==> src/rtl/stopwatch_lap_control.sv <==
// Stopwatch run/lap/clear control FSM with registered outputs and button edge detection.
// Optional STOPWATCH_LAP_AUTOSTOP_EN: the lap that fills the last slot also stops timing.
module stopwatch_lap_control #(
  parameter int LAP_DEPTH   = 4,
  parameter int IDX_W       = 2,
  parameter int HOLD_CYCLES = 100000000,
  parameter int HOLD_W      = 27
) (
  input  logic             clock,
  input  logic             reset,
  input  logic             buttonSt,
  input  logic             buttonFi,
  input  logic             buttonLap,
  input  logic             buttonClr,
  output logic             run,
  output logic             freeze,
  output logic             clear_count,
  output logic             lap_store,
  output logic [IDX_W-1:0] lap_index,
  output logic             lap_full,
  output logic [1:0]       state_out
);

  localparam int CNT_W = IDX_W + 1;
  localparam logic [CNT_W-1:0]  DEPTH_C   = CNT_W'(LAP_DEPTH);
  localparam logic [HOLD_W-1:0] HOLD_LOAD = HOLD_W'(HOLD_CYCLES - 1);

  typedef enum logic [1:0] {
    IDLE    = 2'b00,
    RUNNING = 2'b01,
    HOLD    = 2'b10,
    STOPPED = 2'b11
  } state_t;

  state_t            state_q, state_d;
  logic [3:0]        btn, prev_q, edg;
  logic [HOLD_W-1:0] timer_q, timer_d;
  logic [CNT_W-1:0]  count_q, count_d;
  logic              run_q, run_d, freeze_q, freeze_d;
  logic              clear_q, clear_d, store_q, store_d, full_q, full_d;
  logic [IDX_W-1:0]  index_q, index_d;
  logic              act_st, act_fi, act_lap, act_clr, lap_ok;

  // Bit order {St, Fi, Lap, Clr}; only the highest-priority edge acts, St+Fi together cancel
  always_comb begin
    btn     = {buttonSt, buttonFi, buttonLap, buttonClr};
    edg     = btn & ~prev_q;
    act_st  = 1'b0;
    act_fi  = 1'b0;
    act_lap = 1'b0;
    act_clr = 1'b0;
    if (!(edg[3] && edg[2])) begin
      if (edg[2])      act_fi  = 1'b1;
      else if (edg[3]) act_st  = 1'b1;
      else if (edg[1]) act_lap = 1'b1;
      else if (edg[0]) act_clr = 1'b1;
    end
    lap_ok = act_lap && (count_q != DEPTH_C);
  end

  always_comb begin
    state_d = state_q;
    timer_d = timer_q;
    count_d = count_q;
    clear_d = 1'b0;
    store_d = 1'b0;
    case (state_q)
      IDLE: begin
        if (act_st) begin
          state_d = RUNNING;
        end else if (act_clr) begin
          clear_d = 1'b1;
          count_d = '0;
        end
      end
      RUNNING, HOLD: begin
        if (state_q == HOLD) begin
          if (timer_q == '0) state_d = RUNNING;
          else               timer_d = timer_q - HOLD_W'(1);
        end
        if (act_fi) begin
          state_d = STOPPED;
          timer_d = '0;
        end else if (lap_ok) begin
          store_d = 1'b1;
          count_d = count_q + CNT_W'(1);
          timer_d = HOLD_LOAD;
          state_d = HOLD;
`ifdef STOPWATCH_LAP_AUTOSTOP_EN
          if (count_d == DEPTH_C) begin
            state_d = STOPPED;
            timer_d = '0;
          end
`endif
        end
      end
      STOPPED: begin
        if (act_st) begin
          state_d = RUNNING;
        end else if (act_clr) begin
          clear_d = 1'b1;
          count_d = '0;
          state_d = IDLE;
        end
      end
      default: state_d = IDLE;
    endcase
    run_d    = (state_d == RUNNING) || (state_d == HOLD);
    freeze_d = (state_d == HOLD);
    full_d   = (count_d == DEPTH_C);
    // During the strobe the index names the slot being written, otherwise the live count
    index_d  = store_d ? count_q[IDX_W-1:0] : count_d[IDX_W-1:0];
  end

  always_ff @(posedge clock) begin
    prev_q <= btn;
    if (reset) begin
      state_q  <= IDLE;
      timer_q  <= '0;
      count_q  <= '0;
      run_q    <= 1'b0;
      freeze_q <= 1'b0;
      clear_q  <= 1'b0;
      store_q  <= 1'b0;
      full_q   <= 1'b0;
      index_q  <= '0;
    end else begin
      state_q  <= state_d;
      timer_q  <= timer_d;
      count_q  <= count_d;
      run_q    <= run_d;
      freeze_q <= freeze_d;
      clear_q  <= clear_d;
      store_q  <= store_d;
      full_q   <= full_d;
      index_q  <= index_d;
    end
  end

  assign run         = run_q;
  assign freeze      = freeze_q;
  assign clear_count = clear_q;
  assign lap_store   = store_q;
  assign lap_index   = index_q;
  assign lap_full    = full_q;
  assign state_out   = state_q;

endmodule

==> config.mk <==
export PLATFORM = sky130hd
export DESIGN_NAME = stopwatch_lap_control
export DESIGN_NICKNAME = d
export VERILOG_FILES = /design/src/rtl/stopwatch_lap_control.sv
export SDC_FILE = /design/constraint.sdc
export NUM_CORES = 1
export LEC_CHECK = 0
export ABC_AREA = 1
export BUFFER_PORTS_ARGS = -buffer_cell sky130_fd_sc_hd__buf_2
export CORE_AREA = 2 2 97 99
export CTS_CLUSTER_DIAMETER = 120
export CTS_CLUSTER_SIZE = 10
export DETAILED_ROUTE_END_ITERATION = 8
export DIE_AREA = 0 0 99 101
export PLACE_DENSITY_LB_ADDON = 0.05
export REMOVE_ABC_BUFFERS = 1
export SETUP_SLACK_MARGIN = 0.15
export SLEW_MARGIN = 0
export SYNTH_ARGS = -nofsm -noshare
export SYNTH_HDL_FRONTEND = slang
export SYNTH_SLANG_ARGS = --single-unit
==> constraint.sdc <==
create_clock -name clock -period 5.3 [get_ports clock]
set_input_delay 1.59 -clock clock [delete_from_list [all_inputs] [get_ports clock]]
set_output_delay 1.59 -clock clock [all_outputs]
set_load 0.03 [all_outputs]
==> metrics.txt <==
# TYPE chip_impl_metric gauge
chip_impl_metric{name="synth_warnings",unit=""} 0
chip_impl_metric{name="grt_pass1_wl",unit="µm"} 11200
chip_impl_metric{name="area_growth_syn_to_layout",unit="%"} 10.2
chip_impl_metric{name="routed_via_density",unit=""} 4.56
chip_impl_metric{name="hold_buffers",unit=""} 0
chip_impl_metric{name="die_w",unit="µm"} 99
chip_impl_metric{name="max_slew_margin",unit=""} 0.482
chip_impl_metric{name="starting_density_of_the_core",unit=""} 0.291
chip_impl_info{name="clock-root-buffer",value="clkbuf_8"} 1
chip_impl_metric{name="vdd_drop_max",unit="V"} 0.000120
chip_impl_metric{name="ys_seq_area_frac",unit=""} 0.330
chip_impl_metric{name="count_of_standard_cell_rows",unit=""} 35
chip_impl_metric{name="total_power",unit="mW"} 0.943
chip_impl_metric{name="crit_path_max_fanout",unit=""} 17
chip_impl_metric{name="syn-cell-area",unit="µm²"} 2610
chip_impl_metric{name="grt_pass1_vias",unit=""} 2301
chip_impl_metric{name="timing_worst_slew_pin_value",unit="ns"} 0.778
chip_impl_metric{name="place_ws",unit="ns"} 1.55
chip_impl_metric{name="place.detailed.hpwl",unit="µm"} 4840
chip_impl_metric{name="layout.filler_cells",unit=""} 1028
chip_impl_metric{name="globalplace.congestion",unit=""} 0.816
chip_impl_metric{name="total_leakage_power",unit="nW"} 1.41
chip_impl_metric{name="reg2reg_setup_slack",unit="ns"} 2.67
chip_impl_info{name="most_common_cell_after_layout_fill_and_taps_aside",value="nand2_1"} 1
chip_impl_metric{name="postSynthCellCount",unit=""} 407
chip_impl_metric{name="fin_setup_tns",unit="ns"} 0
chip_impl_metric{name="worst_skew_pair.late_latency",unit="ns"} 0.30
chip_impl_metric{name="fmax",unit="GHz"} 0.296
chip_impl_metric{name="worst-endpoint-arrival",unit="ns"} 3.62
chip_impl_metric{name="global_route.usage.total",unit=""} 0.140
chip_impl_info{name="worst_hold_path.endpoint",value="timer_q[1]$_SDFFE_PP0P_"} 1
chip_impl_metric{name="ff2ff_path_depth",unit=""} 11
chip_impl_metric{name="clock-skew-final",unit="ns"} 0.00697
chip_impl_metric{name="placeableCoreArea",unit="µm²"} 8980
chip_impl_metric{name="timing_max_transition_violations_final",unit=""} 0
chip_impl_metric{name="numCtsBuffers",unit=""} 5
chip_impl_metric{name="netlist-cell-type-count",unit=""} 30
chip_impl_metric{name="diodes",unit=""} 0
chip_impl_metric{name="cap_viol_max_count",unit=""} 0
chip_impl_metric{name="period_minus_slack",unit="ns"} 3.38
chip_impl_metric{name="power_density",unit="nW/µm²"} 328
chip_impl_metric{name="htree_num_levels",unit=""} 2
chip_impl_info{name="tritoncts_clock_tree",value="yes"} 1
chip_impl_info{name="min_from",value="timer_q[1]$_SDFFE_PP0P_"} 1
chip_impl_metric{name="detail_route.iter0.violations",unit=""} 99
chip_impl_metric{name="final-hold-violation-count",unit=""} 0
chip_impl_info{name="crit_path_end_kind",value="flip-flop"} 1
chip_impl_metric{name="dr.pass1.iters",unit=""} 4
chip_impl_metric{name="fraction_of_layout_instances_using_a_drive_strength_above_1",unit=""} 0.115
chip_impl_metric{name="worst_hold_path.num_cells",unit=""} 2
chip_impl_info{name="crit-reg2reg-launch",value="count_q[0]$_SDFF_PP0_"} 1
chip_impl_info{name="worst_setup_path_start_kind",value="input port"} 1
chip_impl_info{name="hold_path_class",value="reg -> reg"} 1
chip_impl_metric{name="top_level_ports",unit=""} 15
chip_impl_metric{name="num-nets-final",unit=""} 431
chip_impl_metric{name="synth.ff_latch_count",unit=""} 43
chip_impl_metric{name="drc_errors",unit=""} 0
chip_impl_metric{name="clock_path_buffers",unit=""} 2
chip_impl_info{name="layout_common_cells",value="116 x nand2_1, 67 x nor2_1, 48 x inv_1"} 1
chip_impl_metric{name="global_route.overflow_total",unit=""} 0
chip_impl_info{name="outcome",value="complete, no violations"} 1
chip_impl_metric{name="pin_count_of_the_biggest_net_entering_global_routing",unit=""} 36
chip_impl_metric{name="clk_transition_reported_paths",unit="ns"} 0.09
chip_impl_metric{name="cp_data_required_time",unit="ns"} 5.54
chip_impl_metric{name="postLayoutSetupSlackWorst",unit="ns"} 1.92
chip_impl_metric{name="setup_viol_count_final",unit=""} 0
chip_impl_metric{name="cts.repair.resized",unit=""} 0
chip_impl_metric{name="final_worst_path_period_share",unit=""} 0.638
chip_impl_metric{name="die_y",unit="µm"} 101
chip_impl_metric{name="antenna_found_initial",unit=""} 0
chip_impl_metric{name="routed-via-count",unit=""} 2417
chip_impl_metric{name="wl_per_cell",unit="µm"} 12.4
chip_impl_metric{name="postRouteWirelength",unit="µm"} 6600
chip_impl_metric{name="clock_sink_count",unit=""} 43
chip_impl_metric{name="post-cts-setup-buffers",unit=""} 0
chip_impl_info{name="r2r_end",value="lap_full$_SDFF_PP0_"} 1
chip_impl_metric{name="fp.dieArea",unit="µm²"} 10000
chip_impl_metric{name="drt.antenna.violating_nets",unit=""} 0
chip_impl_metric{name="postSynthAreaPerCell",unit="µm²"} 6.41
chip_impl_info{name="worst_setup_path_class",value="in -> reg"} 1
chip_impl_info{name="rsz0062_at_grt",value="false"} 1
chip_impl_metric{name="placement.io_buffers",unit=""} 14
## area by class of cell
| class | count | area, µm² | area share |
|---|---|---|---|
| Clock buffer | 5 | 68.8 | 0.0239 |
| Inverter | 49 | 184 | 0.0640 |
| Clock inverter | 3 | 67.6 | 0.0235 |
| Timing Repair Buffer | 14 | 70.1 | 0.0244 |
| Sequential cell | 43 | 861 | 0.299 |
| Multi-Input combinational cell | 305 | 1490 | 0.517 |
| Tap cell | 111 | 139 | 0.0483 |
## registers in the layout (all words and copies together), names as in the netlist
| register | cells |
|---|---|
| timer_q | 27 |
| prev_q | 4 |
| lap_full | 1 |
| freeze | 1 |
| state_out | 2 |
| clear_count | 1 |
| lap_store | 1 |
| run | 1 |
| count_q | 3 |
| lap_index | 2 |
## per-layer routing
layer,vias up,track usage,wire (µm),share of wire
met5,-,0,0,0
met4,0,0.0348,70,0.011
met3,6,0.0257,135,0.020
met2,22,0.249,3150,0.48
met1,1088,0.175,3240,0.49
li1,1301,-,-,-
## report_power, final
part / total [mW] / internal, mW / switching (mW)
registers: 0.346 / 0.335 / 0.0114
logic: 0.281 / 0.101 / 0.180
clock network: 0.316 / 0.188 / 0.128
## critical path, stage by stage
cell and delay (ns):
buf_2 0.11, nand2_1 0.09, nand2_1 0.06, inv_1 0.07, nand2_1 0.39, inv_1 0.55
nand2_1 0.24, o211ai_1 0.35, nand2_1 0.09, nor2_1 0.08
## logic make-up (layout without fill, tap and decap cells)
kind of cell / Yosys count / in the layout / synth area share
AOI/OAI and AO/OA: 53 / 53 / 0.117
xor gates and xnor gates: 4 / 4 / 0.0134
adders and majority gates: 7 / 7 / 0.0336
buffers and inverters: 59 / 71 / 0.101
DFF: 43 / 43 / 0.330
and+or+nand+nor: 241 / 241 / 0.405
## through the flow
stage / utilization / instances / hold WS, ns / area (µm²)
floorplan: - / 397 / 0.439 / 2530
global placement: 0.305 / 522 / 0.459 / 2740
detailed placement: 0.305 / 522 / 0.463 / 2740
CTS: 0.320 / 530 / 0.478 / 2880
global route: 0.320 / 530 / 0.528 / 2880
finish: 0.320 / 530 / 0.477 / 2880
## cell usage after synthesis (all sizes together)
library cell	number	area share
a21boi	1	0.0029
a21o	1	0.0029
a21oi	33	0.075
buf	5	0.023
clkbuf	5	0.0072
dfxtp	43	0.33
ha	7	0.034
inv	49	0.071
nand2	122	0.18
nand3	31	0.064
nand4	7	0.017
nor2	74	0.13
nor3	4	0.0077
o211ai	1	0.0029
o21ai	16	0.031
o21bai	1	0.0029
or2	3	0.0072
xnor2	2	0.0067
xor2	2	0.0067
## how the worst max path moves through the flow
stage / startpoint / to / depth (start not counted)
5_1_grt: buttonSt / lap_full$_SDFF_PP0_ / 10
6_report: buttonSt / lap_full$_SDFF_PP0_ / 10
3_5_place_dp: buttonSt / lap_full$_SDFF_PP0_ / 10
3_3_place_gp: buttonSt / run$_SDFF_PP0_ / 10
2_1_floorplan: buttonSt / run$_SDFF_PP0_ / 9
4_1_cts: buttonSt / lap_full$_SDFF_PP0_ / 10
(Power assumes the default switching activity.)
